## src/rtl/pix_wr_pkg.sv

```systemverilog
// rtl/pix_wr_pkg.sv - shared state encoding, pad constant and width helper for the pixel write stage
package pix_wr_pkg;

  typedef enum logic [1:0] {
    ST_IDLE    = 2'd0,
    ST_CAPTURE = 2'd1,
    ST_DRAIN   = 2'd2
  } wr_state_t;

  // Upper byte of every 32-bit memory word; pixels are 24-bit RGB.
  localparam logic [7:0] PIX_PAD = 8'h00;

  // Occupancy counter width: one more bit than a pointer so "full" is representable.
  function automatic int level_w(input int depth);
    return $clog2(depth) + 1;
  endfunction

endpackage

```

## src/rtl/pix_wr_if.sv

```systemverilog
// rtl/pix_wr_if.sv - pixel-in / word-write-out bus bundle for the write stage
interface pix_wr_if #(
  parameter int ADDR_W = 24
);
  logic [23:0]       pix_data;
  logic              pix_valid;
  logic              pix_sof;
  logic              wr_rdy;
  logic              wr_en;
  logic [ADDR_W-1:0] wr_addr;
  logic [31:0]       wr_data;

  // Source side: pixel producer plus memory-ready feedback.
  modport master (
    output pix_data, pix_valid, pix_sof, wr_rdy,
    input  wr_en, wr_addr, wr_data
  );

  // Write-stage side.
  modport slave (
    input  pix_data, pix_valid, pix_sof, wr_rdy,
    output wr_en, wr_addr, wr_data
  );
endinterface

```

## src/rtl/pix_fifo.sv

```systemverilog
// rtl/pix_fifo.sv - register-based single-clock FIFO, head visible combinationally
module pix_fifo
  import pix_wr_pkg::*;
#(
  parameter int WIDTH = 48,
  parameter int DEPTH = 16
) (
  input  logic                      CLOCK_125_p,
  input  logic                      reset,
  input  logic                      push,
  input  logic [WIDTH-1:0]          din,
  input  logic                      pop,
  output logic [WIDTH-1:0]          dout,
  output logic [level_w(DEPTH)-1:0] level,
  output logic                      full,
  output logic                      empty
);
  localparam int PTR_W = $clog2(DEPTH);
  localparam int LVL_W = level_w(DEPTH);

  logic [WIDTH-1:0] mem [DEPTH];
  logic [PTR_W-1:0] wr_ptr;
  logic [PTR_W-1:0] rd_ptr;
  logic [LVL_W-1:0] count;
  logic             do_push;
  logic             do_pop;

  assign empty   = (count == '0);
  assign full    = (count == LVL_W'(DEPTH));
  assign do_pop  = pop && !empty;
  // A full FIFO still takes a push when the head leaves in the same cycle.
  assign do_push = push && (!full || do_pop);
  assign dout    = mem[rd_ptr];
  assign level   = count;

  // Storage array: data only, no reset needed since count gates every read.
  always_ff @(posedge CLOCK_125_p) begin
    if (do_push) mem[wr_ptr] <= din;
  end

  // Pointers wrap naturally at the power-of-two depth; count tracks occupancy.
  always_ff @(posedge CLOCK_125_p or negedge reset) begin
    if (!reset) begin
      wr_ptr <= '0;
      rd_ptr <= '0;
      count  <= '0;
    end else begin
      if (do_push) wr_ptr <= wr_ptr + 1'b1;
      if (do_pop)  rd_ptr <= rd_ptr + 1'b1;
      case ({do_push, do_pop})
        2'b10:   count <= count + 1'b1;
        2'b01:   count <= count - 1'b1;
        default: count <= count;
      endcase
    end
  end

endmodule

```

## src/rtl/pix_wr_stage.sv

```systemverilog
// rtl/pix_wr_stage.sv - frame pixel capture, address assignment and buffered word writes
module pix_wr_stage
  import pix_wr_pkg::*;
#(
  parameter int                FRAME_PIX  = 307200,
  parameter int                ADDR_W     = 24,
  parameter logic [ADDR_W-1:0] BASE_ADDR  = '0,
  parameter int                FIFO_DEPTH = 16
) (
  input  logic                           CLOCK_125_p,
  input  logic                           reset,
  pix_wr_if.slave                        bus,
  output logic                           busy,
  output logic                           frame_done,
  output logic                           overflow,
  output logic                           sync_err,
  output logic [level_w(FIFO_DEPTH)-1:0] fifo_level
);
  localparam int CNT_W = (FRAME_PIX > 1) ? $clog2(FRAME_PIX) : 1;
  localparam int ENT_W = ADDR_W + 24;
  localparam logic [CNT_W-1:0] LAST_IDX = CNT_W'(FRAME_PIX - 1);

  wr_state_t        state_q, state_d;
  logic [CNT_W-1:0] pix_idx_q, pix_idx_d;
  logic [CNT_W-1:0] push_idx;
  logic             push_req;
  logic             push_ok;
  logic             drop;
  logic             sync_hit;
  logic             pop;
  logic             fifo_full;
  logic             fifo_empty;
  logic [ENT_W-1:0] fifo_din;
  logic [ENT_W-1:0] fifo_dout;

  assign busy     = (state_q != ST_IDLE);
  assign pop      = !fifo_empty && bus.wr_rdy;
  assign push_ok  = push_req && (!fifo_full || pop);
  // Dropped pixels still consume an index so later pixels keep their addresses.
  assign drop     = push_req && !push_ok;
  assign fifo_din = {BASE_ADDR + ADDR_W'(push_idx), bus.pix_data};

  pix_fifo #(
    .WIDTH (ENT_W),
    .DEPTH (FIFO_DEPTH)
  ) u_fifo (
    .CLOCK_125_p (CLOCK_125_p),
    .reset       (reset),
    .push        (push_ok),
    .din         (fifo_din),
    .pop         (pop),
    .dout        (fifo_dout),
    .level       (fifo_level),
    .full        (fifo_full),
    .empty       (fifo_empty)
  );

  // Frame FSM: decide whether this pixel is captured, at which index, and the next phase.
  always_comb begin
    state_d    = state_q;
    pix_idx_d  = pix_idx_q;
    push_idx   = pix_idx_q;
    push_req   = 1'b0;
    sync_hit   = 1'b0;
    frame_done = 1'b0;
    unique case (state_q)
      ST_IDLE: begin
        if (bus.pix_valid && bus.pix_sof) begin
          push_req = 1'b1;
          push_idx = '0;
        end
      end
      ST_CAPTURE: begin
        if (bus.pix_valid) begin
          push_req = 1'b1;
          if (bus.pix_sof) begin
            sync_hit = 1'b1;
            push_idx = '0;
          end
        end
      end
      ST_DRAIN: begin
        if (fifo_empty && !bus.wr_en) begin
          frame_done = 1'b1;
          state_d    = ST_IDLE;
        end
      end
      default: state_d = ST_IDLE;
    endcase
    if (push_req) begin
      if (push_idx == LAST_IDX) begin
        state_d   = ST_DRAIN;
        pix_idx_d = '0;
      end else begin
        state_d   = ST_CAPTURE;
        pix_idx_d = push_idx + 1'b1;
      end
    end
  end

  // State and pixel counter registers.
  always_ff @(posedge CLOCK_125_p or negedge reset) begin
    if (!reset) begin
      state_q   <= ST_IDLE;
      pix_idx_q <= '0;
    end else begin
      state_q   <= state_d;
      pix_idx_q <= pix_idx_d;
    end
  end

  // Sticky error flags, cleared only by reset.
  always_ff @(posedge CLOCK_125_p or negedge reset) begin
    if (!reset) begin
      overflow <= 1'b0;
      sync_err <= 1'b0;
    end else begin
      if (drop)     overflow <= 1'b1;
      if (sync_hit) sync_err <= 1'b1;
    end
  end

  // Write port: register the FIFO head on a pop; address/data hold between strobes.
  always_ff @(posedge CLOCK_125_p or negedge reset) begin
    if (!reset) begin
      bus.wr_en   <= 1'b0;
      bus.wr_addr <= '0;
      bus.wr_data <= '0;
    end else begin
      bus.wr_en <= pop;
      if (pop) begin
        bus.wr_addr <= fifo_dout[ENT_W-1:24];
        bus.wr_data <= {PIX_PAD, fifo_dout[23:0]};
      end
    end
  end

endmodule

```

## src/flat_wrapper.sv

```systemverilog
// flat-port wrapper written by rule: the top's interface ports become plain ports
module pix_wr_stage_flat import pix_wr_pkg::*;
#(
  parameter int                FRAME_PIX  = 307200,
  parameter int                ADDR_W     = 24,
  parameter logic [ADDR_W-1:0] BASE_ADDR  = '0,
  parameter int                FIFO_DEPTH = 16
)
  (CLOCK_125_p, reset, busy, frame_done, overflow, sync_err, fifo_level, bus_pix_data, bus_pix_valid, bus_pix_sof, bus_wr_rdy, bus_wr_en, bus_wr_addr, bus_wr_data);
  pix_wr_if #(.ADDR_W(ADDR_W)) bus_i ();
  input  logic CLOCK_125_p;
  input  logic reset;
  output logic busy;
  output logic frame_done;
  output logic overflow;
  output logic sync_err;
  output logic [level_w(FIFO_DEPTH)-1:0] fifo_level;
  input wire logic [$bits(bus_i.pix_data)-1:0] bus_pix_data;
  input wire logic [$bits(bus_i.pix_valid)-1:0] bus_pix_valid;
  input wire logic [$bits(bus_i.pix_sof)-1:0] bus_pix_sof;
  input wire logic [$bits(bus_i.wr_rdy)-1:0] bus_wr_rdy;
  output wire logic [$bits(bus_i.wr_en)-1:0] bus_wr_en;
  output wire logic [$bits(bus_i.wr_addr)-1:0] bus_wr_addr;
  output wire logic [$bits(bus_i.wr_data)-1:0] bus_wr_data;
  assign bus_i.pix_data = bus_pix_data;
  assign bus_i.pix_valid = bus_pix_valid;
  assign bus_i.pix_sof = bus_pix_sof;
  assign bus_i.wr_rdy = bus_wr_rdy;
  assign bus_wr_en = bus_i.wr_en;
  assign bus_wr_addr = bus_i.wr_addr;
  assign bus_wr_data = bus_i.wr_data;
  pix_wr_stage #(.FRAME_PIX(FRAME_PIX), .ADDR_W(ADDR_W), .BASE_ADDR(BASE_ADDR), .FIFO_DEPTH(FIFO_DEPTH)) u_core (.CLOCK_125_p(CLOCK_125_p), .reset(reset), .bus(bus_i), .busy(busy), .frame_done(frame_done), .overflow(overflow), .sync_err(sync_err), .fifo_level(fifo_level));
endmodule
```

## config.mk

```make
export PLATFORM = sky130hd
export DESIGN_NAME = pix_wr_stage_flat
export DESIGN_NICKNAME = d
export VERILOG_FILES = /design/src/rtl/pix_wr_pkg.sv /design/src/rtl/pix_wr_if.sv /design/src/rtl/pix_fifo.sv /design/src/rtl/pix_wr_stage.sv /design/src/flat_wrapper.sv
export SDC_FILE = /design/constraint.sdc
export NUM_CORES = 1
export LEC_CHECK = 0
export ABC_CLOCK_PERIOD_IN_PS = 5400
export CAP_MARGIN = 20
export CORE_UTILIZATION = 40
export DETAILED_ROUTE_END_ITERATION = 8
export DONT_BUFFER_PORTS = 1
export SLEW_MARGIN = 20
export SYNTH_ARGS = -nofsm -noshare
export SYNTH_HDL_FRONTEND = slang
export SYNTH_SLANG_ARGS = --single-unit
```

## constraint.sdc

```tcl
create_clock -name CLOCK_125_p -period 5.4 [get_ports CLOCK_125_p]
set_clock_uncertainty 0.05 [all_clocks]
set_input_delay 1.08 -clock CLOCK_125_p [delete_from_list [all_inputs] [get_ports CLOCK_125_p]]
set_output_delay 1.08 -clock CLOCK_125_p [all_outputs]
set_load 0.005 [all_outputs]
```

## Word level (Yosys, flattened, before mapping)

Memories as Yosys holds them, arrays and structs flattened. A register that Yosys moved wholly into a read port is not among the register bits.
Cells that the tools add are included.

| operators by class | value |
|---|---|
| $add $sub $neg | 5 |
| equal/unequal tests | 8 |
| multiplexer cells | 20 |
| reductions and logical operators | 20 |

Operator list:

| cell | number |
|---|---|
| two-way mux 19 bit | 4 |
| one-hot mux 19 bit (2 select lines) | 1 |
| adder 19 x 1 -> 19 bit, second input constant | 1 |
| == test 19 bit, second input constant | 1 |
| one-hot mux 5 bit (2 select lines) | 1 |
| two-way mux 1 bit | 9 |
| adder 4 x 1 -> 4 bit, second input constant | 2 |
| logical AND 1 bit | 7 |
| two-way mux 2 bit | 3 |
| adder 5 x 1 -> 5 bit, second input constant | 1 |
| == test 5 bit, second input constant | 1 |
| zero test 1 bit | 5 |
| zero test 5 bit | 1 |
| subtractor 5 x 1 -> 5 bit, second input constant | 1 |
| == test 2 x 1 -> 1 bit, second input constant | 2 |
| == test 2 bit, second input constant | 2 |
| one-hot mux 2 bit (2 select lines) | 1 |
| nonzero test 2 bit | 2 |
| != test 3 x 1 -> 1 bit, second input constant | 1 |
| zero test 2 bit | 1 |
| logical OR 1 bit | 2 |
| != test 2 x 1 -> 1 bit, second input constant | 1 |
| one-hot mux 1 bit (2 select lines) | 1 |
| AND reduction 2 bit | 1 |
| OR reduction 2 bit | 1 |

| storage, ports and cells | value |
|---|---|
| bits in registers | 61 |
| bits in writable memories | 688 |
| bits of input ports | 29 |
| output and inout bits | 66 |
| word-level logic and storage cells | 63 |
| memories | 1 |

Memories:

| name | words | width | rd ports | clocked after memory_dff | write ports | line | source |
|---|---|---|---|---|---|---|---|
| u_core.u_fifo.mem | 16 | 43 | 1 | 1 | 1 | pix_fifo.sv:21 | `logic [WIDTH-1:0] mem [DEPTH];` |

## Depth between registers and ports, before layout

Gate-level depths: netlist of run 1.

| logic depth | value |
|---|---|
| word-level depth | 8 |
| mapped depth | 15 |
| depth with buffers taken out | 12 |

## Modules after synthesis

Synthesis of run 1 repeated with hierarchy kept, for this count alone.

| second synthesis, totals | value |
|---|---|
| cell total of the unflattened synthesis | 1663 |
| area total of the unflattened synthesis | 32922.8 um2 |

Modules (own cells, without submodules):

| module | instances | cells an instance | area each (um2) | seq. area each (um2) |
|---|---|---|---|---|
| pix_fifo | 1 | 1279 | 29619.7 | 23387.4 |
| pix_wr_stage | 1 | 384 | 3303.2 | 1801.7 |

## Worst setup path after synthesis of run 1

OpenSTA, ideal clock, no wires.

| timing | value |
|---|---|
| kind | in2reg |
| start | input port bus_pix_valid |
| end | memory u_core.u_fifo.mem[0][0] (netlist name), enable pin |
| library setup time | 497 ps |
| arrival | 4839 ps |
| data required time | 4853 ps |
| slack | 14 ps |
| cell stages on the path | 7 |
| path buffers | 2 |
| cell sequence | and3b_1 > clkbuf_1 > nor2_1 > nor2b_1 > buf_6 > nand2_1 > nor3_1 |

| on the way | value |
|---|---|
| longest elaborated chain between the ends | 7 |
| elaborated cells on any way between the ends | 8 |
| those cells by class | mux (5); reduce/logical (3) |

RTL lines:

| what | line | source |
|---|---|---|
| start, declared | flat_wrapper.sv:19 | `input wire logic [$bits(bus_i.pix_valid)-1:0] bus_pix_valid;` |
| logical AND 1 bit | pix_wr_stage.sv:68 | `if (bus.pix_valid && bus.pix_sof) begin` |
| two-way mux 1 bit | pix_wr_stage.sv:68 |  |
| one-hot mux 1 bit (2 select lines) * | pix_wr_stage.sv:66 | `unique case (state_q)` |
| logical AND 1 bit * | pix_wr_stage.sv:38 | `assign push_ok = push_req && (!fifo_full \|\| pop);` |
| logical AND 1 bit * | pix_fifo.sv:32 | `assign do_push = push && (!full \|\| do_pop);` |
| two-way mux 1 bit * | pix_fifo.sv:38 | `if (do_push) mem[wr_ptr] <= din;` |
| two-way mux 1 bit (implied by the code) * | pix_fifo.sv:38 |  |
| end, declared | pix_fifo.sv:21 |  |

Mark *: on every way between the ends. The rest lies on a longest branch, timed or not.

## Worst setup path after layout of run 1

| timing | value |
|---|---|
| start | register u_core.state_q[1] |
| end | register u_core.pix_idx_q[15] |

| on the way | value |
|---|---|
| longest elaborated chain between the ends | 4 |
| elaborated cells on any way between the ends | 7 |
| those cells by class | add/sub (1); eq/ne (2); mux (3); reduce/logical (1) |

RTL lines:

| what | line | source |
|---|---|---|
| start, declared | pix_wr_stage.sv:23 | `wr_state_t state_q, state_d;` |
| start signal, assigned | pix_wr_stage.sv:107 | `state_q <= state_d;` |
| == test 2 x 1 -> 1 bit / zero test 2 bit (equally long branches) | pix_wr_stage.sv:66 |  |
| one-hot mux 19 bit (2 select lines) * | pix_wr_stage.sv:66 |  |
| via u_core.fifo_din[25] | pix_wr_stage.sv:33 | `logic [ENT_W-1:0] fifo_din;` |
| adder 19 x 1 -> 19 bit / == test 19 bit (equally long branches) | pix_wr_stage.sv:96, pix_wr_stage.sv:91 |  |
| two-way mux 19 bit * | pix_wr_stage.sv:91 | `if (push_idx == LAST_IDX) begin` |
| end signal, assigned | pix_wr_stage.sv:108 | `pix_idx_q <= pix_idx_d;` |
| end, declared | pix_wr_stage.sv:24 | `logic [CNT_W-1:0] pix_idx_q, pix_idx_d;` |

Mark *: on every way through the listed nets, which the timed path passes. The rest lies on a longest branch.
A chain may end at the register's enable or synchronous reset.

==> results.ini, run 1 <==
[outcome]
outcome = complete, but fails checks
violations = DRC

[power_and_ir_drop]
p_clk_share_pct = 32.7
combPwrFrac_pct = 22.2
internal_power_uw = 12300
max-vdd-ir-drop_mv = 0.306
p_total_uw = 17100
swShare_pct = 28.1
power.density_nw_per_um2 = 506
leakage_uw = 0.0115
switchingPower_uw = 4800
p_seq_share_pct = 45.1

[synth]
synthCells = 1415
ys.flop_type = edfxtp_1
async_flop_share_pct = 10.4
netlist_area_um2 = 29800
avgSynthCellArea_um2 = 21.0
ys_ff_latch = 768
synth-seq-area-share_pct = 76.1
synth_edf_count = 688
yosysUniqueCellTypes = 60
synth_warnings = 0

[sta]
hold_violations = 0
slew_violations = 0
tightest_slew_ns = 1.07
finalSetupViolations = 0
fmax_mhz = 265
whs_ns = 0.0919
period_minus_slack_ns = 3.77
fin_ws_ns = 1.63
fin_crit_sh_pct = 69.9
rsz0062_at_grt = no
tns_ns = 0
slew_headroom_pct = 28.2

[clocking]
cts.clk_slew.worst_paths_ns = 0.06
cts_tree = built
cts_max_path_buffers = 3
clock_latency_ns = 0.63
cts-root-buf = clkbuf_16
numCtsBuffers = 80
cts_num_sinks = 768
hold_buffers = 0
post_cts_buffers = 0
cts_resized = 0
cts-htree-levels = 3

[global_routing]
grt_max_degree = 81
antenna_found_initial = 0
track_usage_pct = 17.1
grt_pass1_wl_mm = 94.4
gr-total-overflow = 0
grt_pass1_vias = 14500

[critical_path]
required_ns = 5.86
cp_slowest_cell = and2_1
cp_cell_sequence = nand3b_1, and2_1, ha_1, nand3_1, nor4b_4, a31oi_2, and3_1, o22a_1
r2r-start = u_core.state_q[1]
cp.buffers_inverters = 0
reg2reg_slack_ns = 1.63
worstRegToRegCells = 8
path_class = flop to flop
worstPathMaxFanout = 23
cp_data_arrival_time_ns = 4.23
end_kind = flop
reg2reg_to = u_core.pix_idx_q[15]
start_kind = flop
crit_family = simple AND/OR/NAND/NOR gates
cpPeakStageDelay_ns = 0.60

[finish]
fin_nets = 1491
fill_cells = 6092
antenna_cells = 0
drive_gt1_share_pct = 24.0
final_cell_mix = edfxtp_1 (688), mux4_2 (172), mux2i_1 (86)
final_common_cell = edfxtp_1
final_util_pct = 45.9
areaGrowthSynthToFinish_pct = 13.1

[floorplan]
die_h_um = 275
die-area_um2 = 75500
core_um2 = 73300
row_count = 99
die_x_um = 275
io_pins = 95
initial_core_util_pct = 40.6

[drt]
drc = 9
wl_mm = 63.1
dr_total_vias = 13800
drtAntennaViolNets = 0
drt-vias-per-instance = 5.56
routedWlPerCell_um = 25.5
dr.pass1.iters = 9
drt-initial-drc-count = 1192

[worst_hold_path]
min_path_type = input pin to async pin

[placement]
io_buffer_count = 0
globalplace.congestion = 0.800
place_ws_ns = 1.08
place_hpwl_mm = 33.2

[job]
cap_violations = 0

[synth_stat cells (3+ instances only)]
library cell / n / area share (%)
edfxtp_1: 688 / 69
mux4_2: 172 / 13
mux2i_1: 86 / 2.9
dfrtp_1: 80 / 6.7
a21o_1: 48 / 1.2
o22ai_1: 45 / 0.95
clkbuf_1: 39 / 0.49
nand2_1: 30 / 0.38
buf_2: 27 / 0.45
nor2_1: 23 / 0.29
buf_4: 13 / 0.33
o21ai_0: 13 / 0.22
a21oi_1: 12 / 0.20
inv_1: 12 / 0.15
and2_1: 11 / 0.23
ha_1: 10 / 0.42
a31oi_1: 9 / 0.19
nand3_1: 9 / 0.15
buf_6: 7 / 0.26
nor3_1: 7 / 0.12
xnor2_1: 7 / 0.21
nand4_1: 6 / 0.13
and3_1: 5 / 0.11
buf_1: 5 / 0.063
xor2_1: 5 / 0.15
nand2b_1: 4 / 0.084
and3b_1: 3 / 0.088
[area by class of cell]
| type | count | area, um2 | area share (%) |
|---|---|---|---|
| clock buffers | 107 | 2240 | 6.64 |
| clock inverters | 42 | 457 | 1.36 |
| inverters | 13 | 48.8 | 0.145 |
| multi-input cells | 555 | 6750 | 20.0 |
| flip-flops and latches | 768 | 22700 | 67.3 |
| well taps | 959 | 1200 | 3.56 |
| repair buffers | 34 | 330 | 0.980 |
[power by group through the flow]
stage / clock network [uW] / logic [uW] / registers, uW
6_report: 5590 / 3790 / 7690
5_1_grt: 5910 / 4100 / 7770
4_1_cts: 5690 / 3880 / 7710
3_5_place_dp: 0 / 3870 / 7830
3_3_place_gp: 0 / 3830 / 7810
2_1_floorplan: 0 / 3120 / 7430
[sequential cells by signal, summed over array words and instances (netlist names)]
signal,cells
u_core.overflow,1
u_core.bus.wr_addr,19
u_core.sync_err,1
u_core.bus.wr_en,1
u_core.u_fifo.wr_ptr,4
u_core.u_fifo.rd_ptr,4
u_core.u_fifo.level,5
u_core.pix_idx_q,19
u_core.u_fifo.mem,688
u_core.state_q,2
u_core.bus.wr_data,24
[through the flow]
stage	instances	area (um2)
2_1_floorplan	1427	29800
3_3_place_gp	2329	31000
3_5_place_dp	2329	31000
4_1_cts	2478	33700
5_1_grt	2478	33700
6_report	2478	33700
[worst max path at each step]
stage	from	endpoint	slack, ns	depth (start not counted)
5_1_grt	u_core.state_q[1]	u_core.pix_idx_q[15]	1.35	8
6_report	u_core.state_q[1]	u_core.pix_idx_q[15]	1.63	8
4_1_cts	u_core.u_fifo.level[1]	u_core.u_fifo.level[4]	1.64	13
3_3_place_gp	bus_pix_valid	u_core.pix_idx_q[15]	1.20	8
2_1_floorplan	bus_pix_valid	u_core.u_fifo.mem[0][0]	0.01	7
3_5_place_dp	bus_pix_valid	u_core.pix_idx_q[15]	1.08	8
[worst register-to-register path, stage by stage, from the launching register on]
cell	delay, ns
dfrtp_1	0.43
nand3b_1	0.41
and2_1	0.61
ha_1	0.30
nand3_1	0.19
nor4b_4	0.60
a31oi_2	0.55
and3_1	0.33
o22a_1	0.19
[routing by layer]
layer	vias up	GRT usage, %	routed length [um]
li1	5903	-	-
met1	7438	24.2	28300
met2	359	27.2	30500
met3	87	3.26	3170
met4	0	4.49	1170
met5	-	0	0
[logic make-up after synthesis]
family	synth area share, %
AOI/OAI and AO/OA	3.32
xor gates and xnor gates	0.353
adders and majority gates	0.420
buffers and inverters	1.76
DFF	76.1
muxes	15.9
other	0.0126
and+or+nand+nor	2.10
No activity file was read; power rests on OpenSTA's default activity.
==> run 2: changes to the inputs <==
--- a/config.mk
+++ b/config.mk
@@ -5,7 +5,7 @@
 export SDC_FILE = /design/constraint.sdc
 export NUM_CORES = 1
 export LEC_CHECK = 0
-export ABC_CLOCK_PERIOD_IN_PS = 5400
+export ABC_CLOCK_PERIOD_IN_PS = 3100
 export CAP_MARGIN = 20
 export CORE_UTILIZATION = 40
 export DETAILED_ROUTE_END_ITERATION = 8
==> constraint.sdc (replaced) <==
create_clock -name CLOCK_125_p -period 3.1 [get_ports CLOCK_125_p]
set_clock_uncertainty 0.05 [all_clocks]
set_input_delay 0.62 -clock CLOCK_125_p [delete_from_list [all_inputs] [get_ports CLOCK_125_p]]
set_output_delay 0.62 -clock CLOCK_125_p [all_outputs]
set_load 0.005 [all_outputs]
==> results.ini, run 2 (same netlist as run 1, synthesis figures left out) <==
[worst_hold_path]
hold_depth = 0
min_path_type = input pin to flop

[clocking]
clock_latency_ns = 0.61  ; -0.02 ns
cts_tree = built
cts-htree-levels = 3  ; unchanged
numCtsBuffers = 81  ; +1.3%
cts_max_path_buffers = 3  ; unchanged
cts.clk_slew.worst_paths_ns = 0.06  ; about the same
cts-root-buf = clkbuf_16
cts_num_sinks = 768  ; unchanged

[critical_path]
end_kind = flop
required_ns = 3.58  ; -2.28 ns
cpPeakStageDelay_ns = 0.55  ; -0.05 ns
reg2reg_slack_ns = 0.07  ; -1.56 ns
path_class = flop to flop
cp_slowest_cell = or4_4
cp_data_arrival_time_ns = 3.52  ; -0.71 ns
start_kind = flop
cp_cell_sequence = or4_4, or3b_4, nor2b_1, inv_1, ha_4, xor2_2, ha_2, a21boi_2, o221ai_2, a21o_1, a21oi_2, xor2_1
worstPathMaxFanout = 3  ; -87%
worstRegToRegCells = 12  ; +4

[placement]
globalplace.congestion = 0.744  ; -7.0%
place_inst = 2362  ; +1.4%
place_ws_ns = -0.0360  ; -1.11 ns
io_buffer_count = 0  ; unchanged
place_hpwl_mm = 36.3  ; +9.2%

[finish]
antenna_cells = 0  ; unchanged
fill_cells = 6046  ; -0.76%
final_common_cell = edfxtp_1
areaGrowthSynthToFinish_pct = 14.8
multi_input_area_um2 = 6810  ; +0.98%
seqCellArea_um2 = 22700  ; unchanged
final_cell_mix = edfxtp_1 (688), mux4_2 (172), mux2i_1 (86)
stdcell_count = 2509  ; +1.3%
fin_nets = 1530  ; +2.6%
drive_gt1_share_pct = 25.7  ; +1.7 points
final_util_pct = 46.6  ; +0.66 points
top_register = u_core.u_fifo.mem
largest_reg_flops = 688  ; unchanged
biggestRegsByFlops = u_core.u_fifo.mem: 688 flops, u_core.bus.wr_data: 24 flops

[power_and_ir_drop]
swShare_pct = 28.4  ; +0.25 points
combPwrFrac_pct = 25.0  ; +2.8 points
p_clk_share_pct = 31.3  ; -1.4 points
switchingPower_uw = 8520  ; +78%
leakage_uw = 0.0116  ; +1.7%
internal_power_uw = 21500  ; +75%
power.density_nw_per_um2 = 878  ; +73%
p_seq_share_pct = 43.7  ; -1.4 points
p_total_uw = 30000  ; +76%
max-vdd-ir-drop_mv = 0.507  ; +66%

[global_routing]
grt_pass1_wl_mm = 98.3  ; +4.1%
grt_max_degree = 81  ; unchanged
grt_pass1_vias = 14800  ; +2.5%
antenna_found_initial = 1  ; +1
track_usage_pct = 17.9  ; +0.78 points
gr-total-overflow = 0  ; unchanged

[floorplan]
initial_core_util_pct = 40.6  ; unchanged
die-area_um2 = 75500  ; unchanged
core_um2 = 73300  ; unchanged
die_x_um = 275  ; unchanged
die_h_um = 275  ; unchanged
row_count = 99  ; unchanged
io_pins = 95  ; unchanged

[sta]
period_minus_slack_ns = 3.03  ; -0.738 ns
hold_violations = 0  ; unchanged
finalSetupViolations = 0  ; unchanged
tightest_slew_ns = 1.07  ; -0.00571 ns
fin_crit_sh_pct = 97.9  ; +28 points
slew_violations = 0  ; unchanged
fmax_mhz = 330  ; +24%
fin_ws_ns = 0.0656  ; -1.56 ns
slew_headroom_pct = 28.6  ; +0.44 points
whs_ns = 0.0443  ; -0.0476 ns

[drt]
dr_total_vias = 14000  ; +1.6%
drt-initial-drc-count = 1291  ; +8.3%
routedWlPerCell_um = 26.4  ; +3.7%
drt-vias-per-instance = 5.58  ; +0.35%
dr.pass1.iters = 9  ; unchanged
drtAntennaViolNets = 0  ; unchanged
drc = 4  ; -5
wl_mm = 66.3  ; +5.0%

[outcome]
violations = DRC
outcome = complete, but fails checks

[job]
cap_violations = 0  ; unchanged

[run 2: cell types whose count changed in the layout (fill, tap and decap cells not counted), sizes merged]
cell and change:
buf +37, clkinv -8, bufinv -3, clkinvlp +2
clkbuf +1, dlygate4sd3 +1, inv +1
[run 2: per-stage QoR]
step	area [um2]	setup TNS, ns
after detailed placement	31500	-0.0840
after global placement	31500	0
after global routing	34200	-0.0437
final	34200	0
after floorplan	29900	-373.02
after CTS	34100	0
[run 2: layout make-up]
cell class                 count  area share (%)
timing repair buffer          72            2.56
sequential                   768            66.3
tap                          959            3.51
clock buffer                 108            6.59
inverter                      13           0.143
multi-input combinational    555            19.9
clock inverter                34           0.915
[run 2: what timing repair did]
item                       in CTS  in global routing
setup endpoints to repair       1                 35
gates resized for setup         4                  6
pin swaps                       1                  3
buffers inserted                0                  3
hold buffers                    2                  0
hold endpoints to repair       80                  0
[run 2: power by group through the flow]
| stage | clock, uW | combinational [uW] | sequential, uW |
|---|---|---|---|
| after floorplan | 0 | 5460 | 12900 |
| after global placement | 0 | 7490 | 13300 |
| after detailed placement | 0 | 7540 | 13400 |
| after CTS | 9600 | 7610 | 13200 |
| after global routing | 9960 | 8050 | 13200 |
| final | 9400 | 7490 | 13100 |
[run 2: worst paths after layout]
kind | from | to
max in group asynchronous | reset | u_core.u_fifo.rd_ptr[3]
min in group asynchronous | reset | u_core.bus.wr_addr[13]
worst min register to register | u_core.sync_err | u_core.sync_err
worst max-delay path | u_core.u_fifo.level[1] | u_core.u_fifo.level[4]
worst min-delay path | bus_pix_data[16] | u_core.u_fifo.mem[3][16]
worst max register to register | u_core.u_fifo.level[1] | u_core.u_fifo.level[4]
[run 2: routing by layer]
layer | GRT usage (%) | wire length (um) | part of all wire, %
met5 | 0 | 0 | 0
met4 | 4.68 | 1040 | 1.6
met3 | 2.99 | 3780 | 5.7
met2 | 28.9 | 32300 | 49
met1 | 25.3 | 29200 | 44
[run 2: critical path: cells and delay by family (launching register included)]
family | cells | cell delay (ns)
AND/OR/NAND/NOR | 3 | 1.08
AO/OA/AOI/OAI | 4 | 0.66
flip-flops | 1 | 0.38
adder cells (fa/ha/maj) | 2 | 0.36
XOR/XNOR | 2 | 0.30
buffers and inverters | 1 | 0.11
